===== src/rtl/shift_drv_pkg.sv =====
// Shared types and helpers for the serial shift driver.
// State encoding and counter-width sizing.
package shift_drv_pkg;

  typedef enum logic [1:0] {
    ST_IDLE  = 2'd0,
    ST_SHIFT = 2'd1,
    ST_LATCH = 2'd2
  } state_e;

  // Bits needed to hold 0..n, never narrower than 1.
  function automatic int cnt_w(input int n);
    return (n < 1) ? 1 : $clog2(n + 1);
  endfunction

endpackage


===== src/rtl/shift_drv_sck_gen.sv =====
// SCK divider: SCK_DIV clk per half-period, idles low.
// Emits rise/fall strobes on the edge where sck toggles.
module shift_drv_sck_gen
  import shift_drv_pkg::*;
#(
  parameter int SCK_DIV = 2
) (
  input  logic clk,
  input  logic rstn,
  input  logic en,
  output logic sck,
  output logic rise,
  output logic fall
);

  localparam int DW = cnt_w(SCK_DIV);
  localparam logic [DW-1:0] DIV_LAST =
    DW'(SCK_DIV - 1);

  logic [DW-1:0] div_q, div_d;
  logic          sck_q, sck_d;
  logic          term;

  always_comb begin
    term  = en && (div_q == DIV_LAST);
    div_d = '0;
    sck_d = 1'b0;
    if (en) begin
      div_d = term ? '0 : div_q + 1'b1;
      sck_d = term ? ~sck_q : sck_q;
    end
  end

  always_ff @(posedge clk or negedge rstn) begin
    if (!rstn) begin
      div_q <= '0;
      sck_q <= 1'b0;
    end else begin
      div_q <= div_d;
      sck_q <= sck_d;
    end
  end

  assign sck  = sck_q;
  assign rise = term & ~sck_q;
  assign fall = term & sck_q;

endmodule


===== src/rtl/serial_shift_driver.sv =====
// Multi-channel MSB-first shift driver with latch strobe.
// Optional auto re-send: define SHIFT_DRV_AUTO_REFRESH_EN.
module serial_shift_driver
  import shift_drv_pkg::*;
#(
  parameter int WIDTH       = 64,
  parameter int CH          = 1,
  parameter int SCK_DIV     = 2,
  parameter int LATCH_CYC   = 2,
  parameter int REFRESH_CYC = 4096
) (
  input  logic                clk,
  input  logic                rstn,
  input  logic                in_valid,
  output logic                in_ready,
  input  logic [CH*WIDTH-1:0] pdata,
  output logic                sck,
  output logic [CH-1:0]       sdat,
  output logic                latch,
  output logic                clrn,
  output logic                busy,
  output logic                frame_done
);

  localparam int BW = cnt_w(WIDTH);
  localparam int LW = cnt_w(LATCH_CYC);
  localparam logic [BW-1:0] BIT_TOP =
    BW'(WIDTH - 1);
  localparam logic [LW-1:0] LAT_LAST =
    LW'(LATCH_CYC - 1);

  state_e state_q, state_d;

  logic [BW-1:0] bit_q, bit_d;
  logic [LW-1:0] lat_q, lat_d;

  logic in_ready_q, in_ready_d;
  logic latch_q, latch_d;
  logic busy_q, busy_d;
  logic done_q, done_d;
  logic clrn_q;

  logic accept;
  logic refresh_go;
  logic load, shift, to_latch;
  logic sck_fall, rise_unused;
  logic [CH*WIDTH-1:0] ld_data;

  assign accept = in_valid & in_ready_q;

  shift_drv_sck_gen #(
    .SCK_DIV(SCK_DIV)
  ) u_sck (
    .clk (clk),
    .rstn(rstn),
    .en  (state_q == ST_SHIFT),
    .sck (sck),
    .rise(rise_unused),
    .fall(sck_fall)
  );

`ifdef SHIFT_DRV_AUTO_REFRESH_EN
  localparam int RW = cnt_w(REFRESH_CYC);
  localparam logic [RW-1:0] REF_LAST =
    RW'(REFRESH_CYC - 1);

  logic [RW-1:0]       idle_q, idle_d;
  logic [CH*WIDTH-1:0] shadow_q, shadow_d;

  // A real accept in the expiry cycle beats the re-send.
  always_comb begin
    idle_d     = '0;
    shadow_d   = shadow_q;
    refresh_go = 1'b0;
    if (state_q == ST_IDLE) begin
      if (accept)
        shadow_d = pdata;
      else if (idle_q == REF_LAST)
        refresh_go = 1'b1;
      else
        idle_d = idle_q + 1'b1;
    end
  end

  always_ff @(posedge clk or negedge rstn) begin
    if (!rstn) begin
      idle_q   <= '0;
      shadow_q <= '0;
    end else begin
      idle_q   <= idle_d;
      shadow_q <= shadow_d;
    end
  end

  assign ld_data = accept ? pdata : shadow_q;
`else
  localparam int REFRESH_UNUSED = REFRESH_CYC;
  assign refresh_go = 1'b0;
  assign ld_data    = pdata;
`endif

  always_comb begin
    state_d    = state_q;
    bit_d      = bit_q;
    lat_d      = lat_q;
    in_ready_d = 1'b0;
    latch_d    = latch_q;
    busy_d     = busy_q;
    done_d     = 1'b0;
    load       = 1'b0;
    shift      = 1'b0;
    to_latch   = 1'b0;
    unique case (state_q)
      ST_IDLE: begin
        in_ready_d = 1'b1;
        latch_d    = 1'b0;
        busy_d     = 1'b0;
        if (accept || refresh_go) begin
          load       = 1'b1;
          state_d    = ST_SHIFT;
          in_ready_d = 1'b0;
          busy_d     = 1'b1;
          bit_d      = BIT_TOP;
        end
      end
      ST_SHIFT: begin
        // Data moves only as sck falls.
        if (sck_fall) begin
          if (bit_q == '0) begin
            to_latch = 1'b1;
            state_d  = ST_LATCH;
            latch_d  = 1'b1;
            lat_d    = '0;
          end else begin
            shift = 1'b1;
            bit_d = bit_q - 1'b1;
          end
        end
      end
      ST_LATCH: begin
        if (lat_q == LAT_LAST) begin
          state_d    = ST_IDLE;
          latch_d    = 1'b0;
          busy_d     = 1'b0;
          done_d     = 1'b1;
          in_ready_d = 1'b1;
        end else begin
          lat_d = lat_q + 1'b1;
        end
      end
      default: state_d = ST_IDLE;
    endcase
  end

  always_ff @(posedge clk or negedge rstn) begin
    if (!rstn) begin
      state_q    <= ST_IDLE;
      bit_q      <= '0;
      lat_q      <= '0;
      in_ready_q <= 1'b0;
      latch_q    <= 1'b0;
      busy_q     <= 1'b0;
      done_q     <= 1'b0;
      clrn_q     <= 1'b0;
    end else begin
      state_q    <= state_d;
      bit_q      <= bit_d;
      lat_q      <= lat_d;
      in_ready_q <= in_ready_d;
      latch_q    <= latch_d;
      busy_q     <= busy_d;
      done_q     <= done_d;
      clrn_q     <= 1'b1;
    end
  end

  for (genvar c = 0; c < CH; c++) begin : g_ch
    logic [WIDTH-1:0] sr_q, sr_d, sr_sh;
    logic             sd_q, sd_d;

    always_comb begin
      sr_sh = sr_q << 1;
      sr_d  = sr_q;
      sd_d  = sd_q;
      if (load) begin
        sr_d = ld_data[c*WIDTH +: WIDTH];
        sd_d = ld_data[c*WIDTH + WIDTH - 1];
      end else if (shift) begin
        sr_d = sr_sh;
        sd_d = sr_sh[WIDTH-1];
      end else if (to_latch) begin
        sd_d = 1'b0;
      end
    end

    always_ff @(posedge clk or negedge rstn) begin
      if (!rstn) begin
        sr_q <= '0;
        sd_q <= 1'b0;
      end else begin
        sr_q <= sr_d;
        sd_q <= sd_d;
      end
    end

    assign sdat[c] = sd_q;
  end

  assign in_ready   = in_ready_q;
  assign latch      = latch_q;
  assign busy       = busy_q;
  assign frame_done = done_q;
  assign clrn       = clrn_q;

endmodule


===== config.mk =====
export PLATFORM = sky130hd
export DESIGN_NAME = serial_shift_driver
export DESIGN_NICKNAME = d
export VERILOG_FILES = /design/src/rtl/shift_drv_pkg.sv /design/src/rtl/shift_drv_sck_gen.sv /design/src/rtl/serial_shift_driver.sv
export SDC_FILE = /design/constraint.sdc
export NUM_CORES = 1
export LEC_CHECK = 0
export ABC_AREA = 1
export BUFFER_PORTS_ARGS = -buffer_cell sky130_fd_sc_hd__buf_2
export CAP_MARGIN = 10
export CORE_ASPECT_RATIO = 0.8
export CORE_UTILIZATION = 35
export DETAILED_ROUTE_END_ITERATION = 10
export PLACE_DENSITY = 0.63
export SLEW_MARGIN = 20
export SYNTH_ARGS = -nofsm -noshare
export SYNTH_HDL_FRONTEND = slang
export SYNTH_HIERARCHICAL = 1
export SYNTH_SLANG_ARGS = --single-unit

===== constraint.sdc =====
create_clock -name clk -period 1.65 [get_ports clk]
set_input_delay 0.4125 -clock clk [delete_from_list [all_inputs] [get_ports clk]]
set_output_delay 0.4125 -clock clk [all_outputs]
set_load 0.1 [all_outputs]

# == Word level (Yosys, flattened, before mapping) ==
# Index checks and enable logic that the tools add are counted.
# totals
output_inout_bits,7
in_bits,67
reg_bits,83
# op_classes
n_bitwise,3
n_addsub,3
eq_ne,11
muxes,39
reduce_logical,14
# op_table
op,n
2-to-1 mux 63 bit,2
2-to-1 mux 7 bit,3
2-to-1 mux 1 bit,19
2-to-1 mux 2 bit,9
AND reduction 4 bit,4
"inequality test 2 bit, second input constant",7
one-hot mux 7 bit (2 select lines),1
nonzero test 2 bit,4
zero test 7 bit,1
"subtractor 7 x 1 -> 7 bit, second input constant",1
"== test 2 x 1 -> 1 bit, second input constant",3
one-hot mux 2 bit (3 select lines),1
nonzero test 3 bit,2
"adder 2 x 1 -> 2 bit, second input constant",2
one-hot mux 1 bit (2 select lines),2
one-hot mux 2 bit (2 select lines),1
one-hot mux 1 bit (3 select lines),1
bitwise AND 1 bit,2
"== test 2 bit, second input constant",1
zero test 2 bit,1
AND reduction 2 bit,1
logical AND 1 bit,1
inverter 1 bit,1

# == Depth between registers and ports, before layout ==
# Gate-level depths: netlist of run 1.
# logic_depth
ltp_word,8
ltp_mapped,13

# == Hierarchy ==
# The synthesis of run 1 kept the hierarchy.
# by_module_without_submodules
module,area_per_inst_um2,cells_per_inst,instances
serial_shift_driver,4036.4,586,1
shift_drv_sck_gen,135.1,18,1

# == Worst setup path before layout of run 1 ==
# Ideal clock, no wire load.
# synth_path
path_kind,register to register
startpoint,"reg u_sck.sck_q, in the netlist u_sck/sck"
endpoint,reg bit_q[0]
slack_ns,-0.410
arrival_ns,1.995
path_stages_with_launch,11
period_less_slack_ns,2.060
t_required_ns,1.585
n_path_buf,2
cell_sequence,dfrtp_1 -> nand2_1 -> nor2_1 -> nand2_1 -> nand2_2 -> inv_2 -> nor2_4 -> buf_4 -> buf_6 -> nand2_1 -> nand2_1
# synth_between
elab_chain_cells,3
# synth_rtl
item,line_no,source
"start, declared",shift_drv_sck_gen.sv:21,"logic sck_q, sck_d;"
"start signal, assigned",shift_drv_sck_gen.sv:40,sck_q <= sck_d;
bitwise AND 1 bit,shift_drv_sck_gen.sv:46,assign fall = term & sck_q;
net sck_fall,serial_shift_driver.sv:46,"logic sck_fall, rise_unused;"
inequality test 2 bit (no source line),-,
AND reduction 4 bit (no source line),-,
"end signal, assigned",serial_shift_driver.sv:167,bit_q <= bit_d;
"end, declared",serial_shift_driver.sv:34,"logic [BW-1:0] bit_q, bit_d;"
# The timed path passes the listed nets, and every way through them passes these cells.
# A chain may end at the register's enable or synchronous reset.

# == Worst setup path in the final report of run 1 ==
# layout_path
startpoint,reg state_q[0]
endpoint,reg g_ch[0].sr_q[21]
# layout_between
elab_chain_cells,6
elab_cells_between_ends,9
classes_between,eq/ne: 1; mux: 4; bitwise: 1; reduce/logical: 3
# layout_rtl
item,line_no,source
"start, declared",serial_shift_driver.sv:32,"state_e state_q, state_d;"
"start signal, assigned",serial_shift_driver.sv:166,state_q <= state_d;
== test 2 x 1 -> 1 bit,serial_shift_driver.sv:56,".en (state_q == ST_SHIFT),"
logical AND 1 bit,shift_drv_sck_gen.sv:25,term = en && (div_q == DIV_LAST);
bitwise AND 1 bit,shift_drv_sck_gen.sv:46,
net sck_fall,serial_shift_driver.sv:46,
2-to-1 mux 1 bit,serial_shift_driver.sv:128,if (sck_fall) begin
2-to-1 mux 1 bit,serial_shift_driver.sv:113,unique case (state_q)
nonzero test 2 bit (no source line),-,
"end signal, assigned",serial_shift_driver.sv:201,sr_q <= sr_d;
"end, declared",serial_shift_driver.sv:178,"logic [WIDTH-1:0] sr_q, sr_d, sr_sh;"
# The timed path passes the listed nets, and every way through them passes these cells.

==> qor.yml, run 1 <==
skew_ns: 0.00773
first_pass_iters: 4
fin_nets: 770
pwr-share-seq: 0.319
worstPathMaxFanout: 8
cp_slowest_stage_delay_ns: 0.41
ctsHoldBuffers: 0
drive_above_1_share: 0.275
power.density_mw_per_mm2: 1740
cts_made_buffers: 9
antenna_found_initial: 0
path_class: "register to register"
layoutNonFillerInstCount: 853
status: "finished, violations left"
track_usage: 0.173
synth_area_mm2: 0.00417
grt_overflow: 0
swShare: 0.399
r2r-end: "g_ch[0].sr_q[21]"
violations: "setup timing"
dp_hpwl_mm: 6.34
dieArea_mm2: 0.0124
worstSetupEndpointType: "register"
crit_path_start_kind: "register"
cts_max_path_buffers: 2
drc_errors: 0
cts_sinks: 83
leakagePower_uw: 0.00332
grt_util_met3: 0.0407
final-setup-viol-count: 2
clk_latency_ns: 0.34
die-height_um: 99.6
fmax_ghz: 0.604
power_frac_comb: 0.475
drv_slew: 0
cts_tree: "done"
crit_chain: "inv_2, nor2_4, nand2_2, nor2_2, nand2_1, nand2_2, inv_2, nor2_4, buf_8, clkbuf_16, nand2_2, nand2_2"
io_pins: 74
avgSynthCellArea_um2: 6.91
crit_required_ns: 1.93
avgRoutedWirePerCell_um: 13.2
routed_wl_mm: 11.2
fin_ws_ns: -0.00452
rows: 35
ant_nets: 0
netlist_instances: 603
hold_slack_ns: 0.00654
power.switching_uw: 3880
setup_tns_ns: -0.00654
cp.depth: 12
design.core.area_mm2: 0.0116
final_util: 0.483
rsz0062_at_grt: "yes"
syn-num-nets: 672
clk_pin_slew_ns: 0.06
p_clk_frac: 0.207
arrival_ns: 1.93
vias: 3925
die_x_um: 124
critPathLaunch: "state_q[0]"
cp_top_family: "simple AND/OR/NAND/NOR gates"
yosysWarnings: 6
internal_power_uw: 5840
grt_start_max_net_pins: 58
path_common_cell: "nand2_2"
layout_min_cycle_time_ns: 1.65
critPathBufInv: 4
rr_worst_depth: 12
vias_per_cell: 4.60
period_share: 1.00
ctsRootBufferMaster: "clkbuf_16"
syn_to_final_growth_pct: 34.0
post-place-cells: 817
endpoint: "g_ch[0].sr_q[21]"
use_met2: 0.270
antenna_cells: 0
drt_iter0_markers: 191
initial_utilization: 0.360
place.gp.congestion: 0.854
portBuffers: 73
post-place-ws_ns: -0.0181
grt_pass1_wl_mm: 16.7
grt_pass1_vias: 3580
r2r_start: "state_q[0]"
drv_cap: 0
h-tree-depth: 3
hold_class: "input port to asynchronous set/reset pin"
hold_viol: 0
grt-busiest-layer: "met2"
crit_slowest_cell: "dfrtp_1"
vdd_drop_max_mv: 0.615
rrSetupSlack_ns: -0.005
grtUsageMet1: 0.234
## sequential cells by signal (all words and copies together), names as in the netlist
name / cells
g_ch.sr_q: 63
bit_q: 7
lat_q: 2
state_q: 2
u_sck/div_q: 2
busy: 1
clrn: 1
frame_done: 1
in_ready: 1
latch: 1
sdat: 1
u_sck/sck: 1
## final cells by class
class | count | area (um^2)
Multi-Input combinational cell | 471 | 2030
Clock inverter | 2 | 35.0
Tap cell | 148 | 185
Clock buffer | 13 | 260
Timing Repair Buffer | 115 | 907
Fill cell | 1142 | 5980
Inverter | 21 | 81.3
Sequential cell | 83 | 2080
## per-layer routing
metal,share of wire,routed length (um)
met5,0,0
met4,0.014,156
met3,0.040,455
met2,0.48,5410
met1,0.46,5230
## metrics by stage
stage | cell area (um^2) | total power [uW]
after global routing | 5580 | 10400
after detailed placement | 4800 | 6550
final | 5580 | 9720
after floorplan | 4190 | 5690
after CTS | 5140 | 8710
after global placement | 4800 | 6450
## power groups by stage
stage	Clock, uW	Combinational, uW	Sequential, uW
6_report	2010	4610	3100
5_1_grt	2140	5100	3190
4_1_cts	2050	3570	3090
3_5_place_dp	0	3440	3110
3_3_place_gp	0	3350	3090
2_1_floorplan	0	2290	3400
## layout by cell type (no fill, tap or decap), types with 2 or more instances in the layout
cell type and count:
inv_1 14, dfrtp_1 80, nor2_1 10, buf_12 6
or2_2 2, o21ai_0 3, buf_4 24, nor2_4 3
nand3_1 13, buf_2 72, nand2_2 37, buf_6 5
nor2_2 4, nand3b_1 2, dfrtp_2 2, nand4_1 3
clkbuf_16 16, inv_2 6, nand2_1 381, clkbuf_1 2
nand2_4 8, clkbuf_8 2
## how the worst min path moves through the flow
stage	depth (start not counted)	slack, ns	to	start
6_report	1	0.007	g_ch[0].sr_q[47]	rstn
3_3_place_gp	1	0.38	g_ch[0].sr_q[46]	rstn
2_1_floorplan	0	0.12	bit_q[0]	rstn
5_1_grt	1	0.02	g_ch[0].sr_q[46]	rstn
4_1_cts	1	0.01	g_ch[0].sr_q[45]	rstn
3_5_place_dp	1	0.37	g_ch[0].sr_q[45]	rstn
## timing repair
item                                    CTS  global route
resized for setup                         2            65
pin swaps                                 3            26
cloned                                    0             9
setup buffers                             5             7
endpoints found under the setup margin   42            68
Note: power is estimated with default switching activity, not from simulation.
==> run 2, diff against run 1 <==
- CELL_PAD_IN_SITES_DETAIL_PLACEMENT: default -> 1
- CELL_PAD_IN_SITES_GLOBAL_PLACEMENT: default -> 1
- PLACE_DENSITY: 0.63 -> 0.81
==> qor.yml, run 2 (same netlist as run 1, synthesis figures left out) <==
dieArea_mm2: 0.0124
layout_common_cells: "nand2_1, dfrtp_1, buf_2"
die-height_um: 99.6
drv_cap: 0
crit_required_ns: 1.88
rows: 35
worstSetupEndpointType: "register"
grt_overflow: 0
antenna_cells: 0
rsz0062_at_grt: "yes"
fin_ws_ns: -0.0353
hold_viol: 0
top_register: "g_ch.sr_q"
layout_min_cycle_time_ns: 1.69
leakagePower_uw: 0.00320
path_class: "register to register"
routed_wl_mm: 13.0
status: "finished, violations left"
grt_pass1_wl_mm: 18.6
final_common_cell: "nand2_1"
hold_slack_ns: 0.305
hold_class: "input port to register"
syn_to_final_growth_pct: 30.3
fmax_ghz: 0.593
post-place-ws_ns: -0.0466
ctsRootBufferMaster: "clkbuf_16"
fin_nets: 759
vias: 4077
initial_utilization: 0.360
die_x_um: 124
power.density_mw_per_mm2: 1810
drive_above_1_share: 0.226
drv_slew: 0
vias_per_cell: 4.84
avgRoutedWirePerCell_um: 15.5
drc_errors: 0
cts_made_buffers: 9
dp_hpwl_mm: 7.55
worstPathMaxFanout: 13
h-tree-depth: 3
place.gp.congestion: 0.743
final-setup-viol-count: 28
design.core.area_mm2: 0.0116
crit_path_start_kind: "register"
top_regs: "g_ch.sr_q (63), bit_q (7)"
period_share: 1.02
skew_ns: 0.00834
vdd_drop_max_mv: 0.543
violations: "setup timing"
io_pins: 74
ant_nets: 0
track_usage: 0.194
portBuffers: 73
grt_pass1_vias: 3982
first_pass_iters: 4
clk_pin_slew_ns: 0.06
arrival_ns: 1.92
clk_latency_ns: 0.35
drt_iter0_markers: 206
cts_tree: "done"
cts_sinks: 83
largest_register_ffs: 63
antenna_found_initial: 0
cts_max_path_buffers: 2
grt_start_max_net_pins: 53
run 2: changes by cell type in the layout (fill, tap and decap cells not counted), sizes merged:
cell / change
clkinv: +2
buf: -10
dlygate4sd3: +1
clkbuf: -2
bufinv: -1
run 2: layout make-up:
type	instances	area, um^2
Clock inverter	3	15.0
Tap cell	148	185
Multi-Input combinational cell	471	1980
Sequential cell	83	2080
Inverter	21	83.8
Fill cell	1473	6130
Clock buffer	13	250
Timing Repair Buffer	104	836
run 2: final timing paths:
check                          from          endpoint  slack, ns  cells past startpoint
max                        bit_q[1]  g_ch[0].sr_q[19]      -0.04                     11
min                        pdata[0]   g_ch[0].sr_q[0]       0.30                      3
max reg2reg                bit_q[1]  g_ch[0].sr_q[19]      -0.04                     11
min reg2reg                   latch             latch       0.48                      2
max in group asynchronous      rstn        state_q[1]       0.58                      3
min in group asynchronous      rstn  g_ch[0].sr_q[44]       0.54                      2
run 2: where the power goes:
group          internal [uW]  switching [uW]  leakage (uW)
clock                   1060             814      0.000133
sequential              2710             452       0.00111
combinational           1920            2890       0.00195
total                   5680            4150       0.00320
run 2: critical path: stages (launching register included):
cell,delay (ns)
dfrtp_1,0.41
inv_2,0.09
ha_4,0.17
inv_4,0.05
nor2_4,0.12
nand3_4,0.10
nor2_4,0.14
nor2_4,0.05
buf_12,0.14
buf_8,0.15
nand2_1,0.09
nand2_1,0.06
run 2: timing repair:
item	in CTS	in global routing
setup buffers	0	6
gates cloned	0	6
resized for setup	4	39
hold buffers	1	0
endpoints found under the hold margin	6	0
pin swaps	1	11
endpoints found under the setup margin	68	69
run 2: layer usage:
metal	vias up	global-route usage	wire length (um)
met5	-	0	0
met4	0	0.0705	203
met3	17	0.0430	515
met2	86	0.311	6400
met1	2000	0.257	5920
li1	1974	-	-
run 2: per-stage QoR:
step | instances | util | power, uW | setup TNS (ns) | instance area (um^2)
floorplan | 603 | - | 5690 | 0 | 4190
global placement | 814 | 0.417 | 6550 | 0 | 4820
detailed placement | 814 | 0.417 | 6760 | -0.806 | 4820
CTS | 831 | 0.441 | 8710 | -0.00258 | 5100
global route | 843 | 0.470 | 10400 | -4.36 | 5430
finish | 843 | 0.470 | 9840 | -0.440 | 5430
